`src/rtl/chess_clock_timer_if.sv`:
```
// Purpose: one player's control/display bundle between the game FSM and its countdown timer.
// Latency: none, wires only.
// Backpressure: none; level signals sampled every i_clk cycle.
// Signals: i_restart, i_stop (FSM -> timer); o_min, o_sec, o_zero, o_running (timer -> FSM).
// Modports: master = game FSM side, slave = timer side.
interface chess_clock_timer_if;
   logic       i_restart;
   logic       i_stop;
   logic [6:0] o_min;
   logic [5:0] o_sec;
   logic       o_zero;
   logic       o_running;

   modport master (
      output i_restart,
      output i_stop,
      input  o_min,
      input  o_sec,
      input  o_zero,
      input  o_running
   );

   modport slave (
      input  i_restart,
      input  i_stop,
      output o_min,
      output o_sec,
      output o_zero,
      output o_running
   );
endinterface

```
`src/rtl/chess_clock_timer.sv`:
```
// Purpose: per-player chess clock; MM:SS countdown with per-move increment, HOLD/RUN/EXPIRED FSM.
// Latency: all outputs registered; i_stop 1->0 shows o_running=1 one cycle later, first tick CLK_HZ RUN cycles after prescaler 0.
// Backpressure: none; i_restart and i_stop are levels sampled every cycle.
// Ports: i_clk, i_rst (sync, active-high); bus.i_restart reloads INIT_SEC, bus.i_stop holds/runs,
//        bus.o_min/o_sec remaining time, bus.o_zero time expired, bus.o_running in RUN state.
module chess_clock_timer #(
   parameter int CLK_HZ   = 50_000_000,
   parameter int INIT_SEC = 300,
   parameter int INC_SEC  = 0
) (
   input  logic                i_clk,
   input  logic                i_rst,
   chess_clock_timer_if.slave  bus
);

   localparam int              PW        = $clog2(CLK_HZ);
   localparam logic [PW-1:0]   PRESC_MAX = PW'(CLK_HZ - 1);
   localparam logic [6:0]      INIT_MIN  = 7'(INIT_SEC / 60);
   localparam logic [5:0]      INIT_S    = 6'(INIT_SEC % 60);
   localparam logic            INIT_ZERO = (INIT_SEC == 0);

   typedef enum logic [1:0] {
      ST_HOLD    = 2'b00,
      ST_RUN     = 2'b01,
      ST_EXPIRED = 2'b10
   } state_t;

   // Declaration values make power-up state identical to the reset state.
   state_t         state_q     = ST_HOLD;
   logic [6:0]     min_q       = INIT_MIN;
   logic [5:0]     sec_q       = INIT_S;
   logic [PW-1:0]  presc_q     = '0;
   logic           prev_stop_q = 1'b1;
   logic           zero_q      = INIT_ZERO;
   logic           running_q   = 1'b0;

   state_t         state_d;
   logic [6:0]     min_d;
   logic [5:0]     sec_d;
   logic [PW-1:0]  presc_d;
   logic           prev_stop_d;
   logic           zero_d;
   logic           running_d;
   logic           reload;

   logic           time_zero;
   logic           run_go;
   logic           tick;
   logic           stop_edge;
   logic           inc_go;
   logic [6:0]     sec_sum;
   logic [7:0]     min_inc;

   assign time_zero = (min_q == 7'd0) && (sec_q == 6'd0);
   assign run_go    = (state_q == ST_RUN) && !bus.i_stop;
   assign tick      = run_go && (presc_q == PRESC_MAX);
   // Only a RUN-state falling-to-stop transition earns the increment; an
   // expired clock never reaches RUN, so it can never gain time back.
   assign stop_edge = (state_q == ST_RUN) && bus.i_stop && !prev_stop_q;
   assign inc_go    = stop_edge && !time_zero;
   assign sec_sum   = {1'b0, sec_q} + 7'(INC_SEC);
   assign min_inc   = {1'b0, min_q} + 8'd1;

   // ---------------- state register ----------------
   always_ff @(posedge i_clk) begin
      if (i_rst) state_q <= ST_HOLD;
      else       state_q <= state_d;
   end

   // ---------------- next-state logic ----------------
   always_comb begin
      state_d = state_q;
      reload  = 1'b0;
      case (state_q)
         ST_HOLD: begin
            if (time_zero)         state_d = ST_EXPIRED;
            else if (!bus.i_stop)  state_d = ST_RUN;
         end
         ST_RUN: begin
            if (bus.i_stop)        state_d = ST_HOLD;
            // The tick that consumes the final second expires the clock.
            else if (tick && (min_q == 7'd0) && (sec_q == 6'd1))
                                   state_d = ST_EXPIRED;
         end
         ST_EXPIRED: state_d = ST_EXPIRED;
         default: begin
            state_d = ST_HOLD;
            reload  = 1'b1;
         end
      endcase
      if (bus.i_restart) begin
         state_d = ST_HOLD;
         reload  = 1'b1;
      end
   end

   // ---------------- time / prescaler next values ----------------
   always_comb begin
      min_d       = min_q;
      sec_d       = sec_q;
      presc_d     = presc_q;
      prev_stop_d = bus.i_stop;
      if (reload) begin
         min_d       = INIT_MIN;
         sec_d       = INIT_S;
         presc_d     = '0;
         prev_stop_d = 1'b1;
      end else begin
         // Prescaler is frozen outside RUN so the sub-second remainder
         // carries into the player's next turn.
         if (run_go) presc_d = tick ? '0 : presc_q + PW'(1);
         if (tick) begin
            if (sec_q != 6'd0) begin
               sec_d = sec_q - 6'd1;
            end else if (min_q != 7'd0) begin
               sec_d = 6'd59;
               min_d = min_q - 7'd1;
            end
         end
         // tick requires i_stop=0 and inc_go requires i_stop=1: never both.
         if (inc_go) begin
            if (sec_sum < 7'd60) begin
               sec_d = sec_sum[5:0];
            end else if (min_q >= 7'd99) begin
               min_d = 7'd99;
               sec_d = 6'd59;
            end else begin
               min_d = min_inc[6:0];
               sec_d = 6'(sec_sum - 7'd60);
            end
         end
      end
   end

   // ---------------- output logic (registered below) ----------------
   always_comb begin
      zero_d    = (min_d == 7'd0) && (sec_d == 6'd0);
      running_d = (state_d == ST_RUN);
   end

   always_ff @(posedge i_clk) begin
      if (i_rst) begin
         min_q       <= INIT_MIN;
         sec_q       <= INIT_S;
         presc_q     <= '0;
         prev_stop_q <= 1'b1;
         zero_q      <= INIT_ZERO;
         running_q   <= 1'b0;
      end else begin
         min_q       <= min_d;
         sec_q       <= sec_d;
         presc_q     <= presc_d;
         prev_stop_q <= prev_stop_d;
         zero_q      <= zero_d;
         running_q   <= running_d;
      end
   end

   assign bus.o_min     = min_q;
   assign bus.o_sec     = sec_q;
   assign bus.o_zero    = zero_q;
   assign bus.o_running = running_q;

endmodule

```
`src/flat_wrapper.sv`:
```
// flat-port wrapper written by rule: the top's interface ports become plain ports
module chess_clock_timer_flat 
#(
   parameter int CLK_HZ   = 50_000_000,
   parameter int INIT_SEC = 300,
   parameter int INC_SEC  = 0
)
  (i_clk, i_rst, bus_i_restart, bus_i_stop, bus_o_min, bus_o_sec, bus_o_zero, bus_o_running);
  chess_clock_timer_if bus_i ();
  input  logic i_clk;
  input  logic i_rst;
  input wire logic [$bits(bus_i.i_restart)-1:0] bus_i_restart;
  input wire logic [$bits(bus_i.i_stop)-1:0] bus_i_stop;
  output wire logic [$bits(bus_i.o_min)-1:0] bus_o_min;
  output wire logic [$bits(bus_i.o_sec)-1:0] bus_o_sec;
  output wire logic [$bits(bus_i.o_zero)-1:0] bus_o_zero;
  output wire logic [$bits(bus_i.o_running)-1:0] bus_o_running;
  assign bus_i.i_restart = bus_i_restart;
  assign bus_i.i_stop = bus_i_stop;
  assign bus_o_min = bus_i.o_min;
  assign bus_o_sec = bus_i.o_sec;
  assign bus_o_zero = bus_i.o_zero;
  assign bus_o_running = bus_i.o_running;
  chess_clock_timer #(.CLK_HZ(CLK_HZ), .INIT_SEC(INIT_SEC), .INC_SEC(INC_SEC)) u_core (.i_clk(i_clk), .i_rst(i_rst), .bus(bus_i));
endmodule
```
`config.mk`:
```
export PLATFORM = sky130hd
export DESIGN_NAME = chess_clock_timer_flat
export DESIGN_NICKNAME = d
export VERILOG_FILES = /design/src/rtl/chess_clock_timer_if.sv /design/src/rtl/chess_clock_timer.sv /design/src/flat_wrapper.sv
export SDC_FILE = /design/constraint.sdc
export NUM_CORES = 1
export LEC_CHECK = 0
export ABC_AREA = 1
export ABC_CLOCK_PERIOD_IN_PS = 2800
export BUFFER_PORTS_ARGS = -buffer_cell sky130_fd_sc_hd__buf_2
export CORE_ASPECT_RATIO = 1.2
export CORE_MARGIN = 4
export CORE_UTILIZATION = 49
export CTS_CLUSTER_SIZE = 10
export DETAILED_ROUTE_END_ITERATION = 8
export PLACE_DENSITY = 0.78
export SYNTH_ARGS = -nofsm -noshare
export SYNTH_HDL_FRONTEND = slang
export SYNTH_SLANG_ARGS = --single-unit
```
`constraint.sdc`:
```
create_clock -name i_clk -period 2.8 [get_ports i_clk]
set_input_delay 0 -clock i_clk [delete_from_list [all_inputs] [get_ports i_clk]]
set_output_delay 0 -clock i_clk [all_outputs]
set_load 0.1 [all_outputs]
```
# Yosys cells after proc, flatten, opt, wreduce, memory -nomap -nowiden

Cells that the tools add are included.

Multiplexer cells: 23
Reduce and logical (&&, ||, !) cells: 21
$lt $le $gt $ge: 2
Add/sub/neg operators: 5
Equal/unequal tests: 5

Operator list:

| kind                                                               | count |
|---|---|
| 7-bit two-way mux                                                  | 7 |
| 6-bit two-way mux                                                  | 7 |
| 26-bit by 1-bit adder with 26-bit output, second input constant    | 1 |
| 26-bit == test, second input constant                              | 1 |
| 26-bit two-way mux                                                 | 1 |
| 7-bit logical NOT                                                  | 2 |
| 6-bit logical NOT                                                  | 2 |
| 2-bit two-way mux                                                  | 5 |
| 1-bit logical AND                                                  | 9 |
| 7-bit by 1-bit adder with 7-bit output, second input constant      | 1 |
| 7-bit >= comparator, second input constant                         | 1 |
| 7-bit nonzero test                                                 | 1 |
| 7-bit by 1-bit subtractor with 7-bit output, second input constant | 1 |
| 6-bit by 1-bit == test with 1-bit output, second input constant    | 1 |
| 6-bit less-than comparator, second input constant                  | 1 |
| 2-bit one-hot mux with 3 select lines                              | 1 |
| 6-bit nonzero test                                                 | 1 |
| 6-bit by 1-bit subtractor with 6-bit output, second input constant | 1 |
| 6-bit subtractor, second input constant                            | 1 |
| 2-bit by 1-bit == test with 1-bit output, second input constant    | 2 |
| 1-bit logical NOT                                                  | 3 |
| 3-bit OR reduction                                                 | 1 |
| 2-bit == test, second input constant                               | 1 |
| 2-bit logical NOT                                                  | 1 |
| 2 further kinds                                                    | 3 |

Word-level logic and storage cells: 63
Bits in registers: 44
Bits of input ports: 4
Output and inout bits: 15

# Depth between registers and ports, before layout

Depth in word-level cells: 10
Mapped depth: 17
Gate-level depth less buffers: 17

# Worst setup path before layout

No wires, ideal clock.

Path kind: reg2reg
From: register u_core.sec_q[3], in the netlist u_core.bus.o_sec[3]
To: register u_core.zero_q, in the netlist u_core.bus.o_zero
Cell stages (with the launch flop): 16
Period minus slack after synthesis: 2.718 ns
Data arrival time: 2.608 ns
Data required time: 2.690 ns
Setup slack: 0.082 ns
Buffers on the path: 1
Setup time: 0.110 ns
Cells stage by stage: dfxtp_1 inv_1 ha_1 nand2_1 inv_1 nand2_1 clkbuf_1 nor2_1 nand3_1 nand2_1 nand3_1 nand2_1 nand2_1 nor2_1 nand2_1 nor2_1

Cells in the longest elaborated chain, start to end: 8
Elaborated cells on any way between the ends: 23
Those cells by class: add/sub (2); order compare (1); mux (12); reduce/logical (8)

RTL lines:

| what                                                                                | line                     | text |
|---|---|---|
| start: declaration                                                                  | chess_clock_timer.sv:31  | `logic [5:0] sec_q = INIT_S;` |
| start signal: assignment                                                            | chess_clock_timer.sv:144 | `sec_q <= INIT_S;` |
| start signal: assignment                                                            | chess_clock_timer.sv:151 | `sec_q <= sec_d;` |
| branches (longest 7 deep; another with 6-bit by 1-bit subtractor with 6-bit output) | n/a                      |  |
| 1-bit logical AND (*)                                                               | chess_clock_timer.sv:137 | `zero_d = (min_d == 7'd0) && (sec_d == 6'd0);` |
| end signal: assignment                                                              | chess_clock_timer.sv:154 | `zero_q <= zero_d;` |
| end: declaration                                                                    | chess_clock_timer.sv:34  | `logic zero_q = INIT_ZERO;` |

Mark *: on every way between the ends.
A chain may end at the register's enable or synchronous reset.

# Worst setup path in the final report

Same ends and word-level chain as after synthesis.

==> flow_summary.yaml <==
route:
  ant_nets: 0
  viasPerCell: 5.29
  routed_wl_um: 8160
  wl_per_cell_um: 13.2
  post-route-drc-count: 1
  drtIter0Drc: 310
  via_count: 3267
  drtPass1Iterations: 7
clock_tree:
  cts_htree_levels: 2
  insertion_delay_ns: 0.30
  cts-buffers-inserted: 5
  post-cts-setup-buffers: 0
  cts-root-buf: "clkbuf_8"
  cts_resized: 0
  cts_tree: "built"
  cts_sinks: 44
  clk_path_buf_depth: 2
  clkTransAtPathRegs_ns: 0.09
  postCtsHoldBufs: 1
global_route:
  grt_pass1_wl_um: 13300
  grt_pass1_vias: 2999
  grt_usage: 0.221
  grt_max_degree: 15
  antenna_found_initial: 0
  globalRouteOverflowTotal: 0
setup_path:
  r2r-end: "u_core.bus.o_zero"
  r2r_start: "u_core.bus.o_sec[3]"
  crit_type: "register to register"
  crit_path_start_kind: "register"
  cp-end-kind: "register"
  r2r_cells: 14
  required_ns: 3.03
  r2r_slack_ns: 0.37
  cp_max_fo: 10
  cp.arrival_ns: 2.66
logic_synthesis:
  synth_seq_area_share: 0.285
  ys.flop_type: "dfxtp_1"
  ys_ff_latch: 44
  synth_nets: 526
  synthArstFlopShare: 0
  yosysUniqueCellTypes: 37
  syn_area_um2: 3090
  syn_avg_cell_area_um2: 6.03
  yosys_warnings: 0
  synth-edff-count: 0
  postSynthCellCount: 512
layout:
  layout.nets: 548
  fin_util: 0.555
  area_growth_pct: 9.48
  drive_above_1_share: 0.114
  antenna_cells: 0
sta:
  relSlewSlack: 0.674
  rsz0062_at_grt: "false"
  finalHoldViolations: 0
  finClkSkew_ns: 0.0130
  setup_viol: 0
  slew_violations: 0
  period_minus_slack_ns: 2.43
  tns_ns: 0
  finalCritPeriodShare: 0.867
  fmaxAchievable_mhz: 412
  worst_slew_pin_slew_ns: 0.493
job:
  cap_violations: 0
floorplanning:
  core-area_um2: 6090
  row_count: 31
  io_pins: 19
  fp.dieW_um: 80.5
  chipHeight_um: 95.0
  initial_core_util: 0.507
  die_area_um2: 7640
placed_design:
  dp_hpwl_um: 6390
  port_buffers: 18
  gp_congestion: 0.927
status:
  status: "finished, violations left"
  violations: "DRC"
hold_path:
  hold_depth: 2
  worstHoldStart: "i_rst"
  hp-class: "input pin to register"
  hold_end: "u_core.bus.o_sec[5]"
pwr:
  power-per-cell-area_nw_per_um2: 349
  p_leak_nw: 1.53
  peakVddDrop_uv: 297
[logic make-up (layout without fill, tap and decap cells)]
family / count (synthesis) / count (layout) / share of synthesized area
DFF: 44 / 44 / 0.285
and+or+nand+nor: 331 / 331 / 0.478
adders and majority gates: 10 / 10 / 0.0405
xor gates and xnor gates: 6 / 6 / 0.0170
AOI/OAI and AO/OA: 48 / 48 / 0.0875
buffers and inverters: 73 / 96 / 0.0920
[how the worst max path moves through the flow]
stage | start | end | slack, ns | cells after the start
global route | u_core.bus.o_sec[3] | u_core.bus.o_zero | 0.16 | 14
detailed placement | u_core.bus.o_sec[3] | u_core.bus.o_zero | 0.44 | 14
finish | u_core.bus.o_sec[3] | u_core.bus.o_zero | 0.37 | 14
global placement | u_core.bus.o_sec[3] | u_core.bus.o_zero | 0.45 | 14
floorplan | u_core.bus.o_sec[3] | u_core.bus.o_zero | 0.08 | 15
CTS | u_core.bus.o_sec[3] | u_core.bus.o_zero | 0.41 | 14
[cell usage after synthesis (all sizes together), types with 2 or more instances]
cell type | n | area (um^2)
nand4 | 8 | 50.1
dfxtp | 44 | 881
nor2 | 95 | 422
o21a | 3 | 22.5
buf | 4 | 25.0
ha | 10 | 125
xor2 | 5 | 43.8
nand3 | 50 | 255
nand2 | 159 | 614
nor3 | 15 | 103
o21bai | 2 | 15.0
o21ai | 15 | 75.1
a21oi | 24 | 124
inv | 67 | 251
[stage by stage]
stage	hold slack, ns	cells	setup WS [ns]	total power [mW]	cell area, um^2
global placement	0.287	608	0.453	0.696	3260
CTS	0.0346	617	0.412	1.19	3380
global route	0.0549	617	0.159	1.22	3380
floorplan	0.105	512	0.0819	0.682	3090
detailed placement	0.304	608	0.441	0.697	3260
finish	0.0351	617	0.374	1.18	3380
[area by class of cell]
| class | instances | area, um^2 |
|---|---|---|
| inverter | 68 | 255 |
| timing repair buffer | 20 | 108 |
| fill | 632 | 2710 |
| clock buffer | 5 | 68.8 |
| clock inverter | 3 | 42.5 |
| multi-input combinational | 395 | 1920 |
| sequential | 44 | 881 |
| tap | 82 | 103 |
[cells in the final DEF, fill, tap and decap left out, types with 2 or more instances in the layout]
master	Yosys	layout
nor2_1	81	81
dfxtp_1	44	44
nor2_4	6	6
o21ai_0	13	13
nand3_1	49	49
buf_2	2	18
a21oi_1	23	23
nand4_1	8	8
nor2_2	8	8
ha_1	10	10
clkbuf_8	0	5
nand2_1	154	154
o21a_1	3	3
inv_1	59	59
o21ai_1	2	2
nor3_4	2	2
o21bai_1	2	2
nor3_1	12	12
inv_2	8	8
xor2_1	5	5
nand2_2	4	4
[layer usage]
metal  global-route usage  share of wire  routed length, um
met5                    0              0                  0
met4               0.0915          0.024                195
met3               0.0296          0.061                494
met2                0.410           0.52               4220
met1                0.250           0.40               3240
[flip-flops by register name, indices dropped and copies added, names as in the netlist]
name	count
u_core.presc_q	26
u_core.prev_stop_q	1
u_core.bus.o_sec	6
u_core.bus.o_zero	1
u_core.bus.o_running	1
u_core.bus.o_min	7
u_core.state_q	2
[power by group]
group	total [mW]	switching (mW)	internal (mW)
clock	0.498	0.234	0.264
sequential	0.629	0.00216	0.627
combinational	0.0540	0.0397	0.0144
total	1.18	0.276	0.906
[worst max-delay path, stage by stage (launching register included)]
cell,delay [ns]
dfxtp_1,0.34
inv_1,0.22
ha_1,0.24
nand2_1,0.09
nor2_2,0.33
nand2_4,0.18
nand3_1,0.29
nand2_1,0.11
inv_2,0.05
nand2_1,0.04
nand2_1,0.07
nand2_1,0.05
nor2_1,0.17
nand2_1,0.08
nor2_1,0.10
No activity file was read; power rests on OpenSTA's default activity.
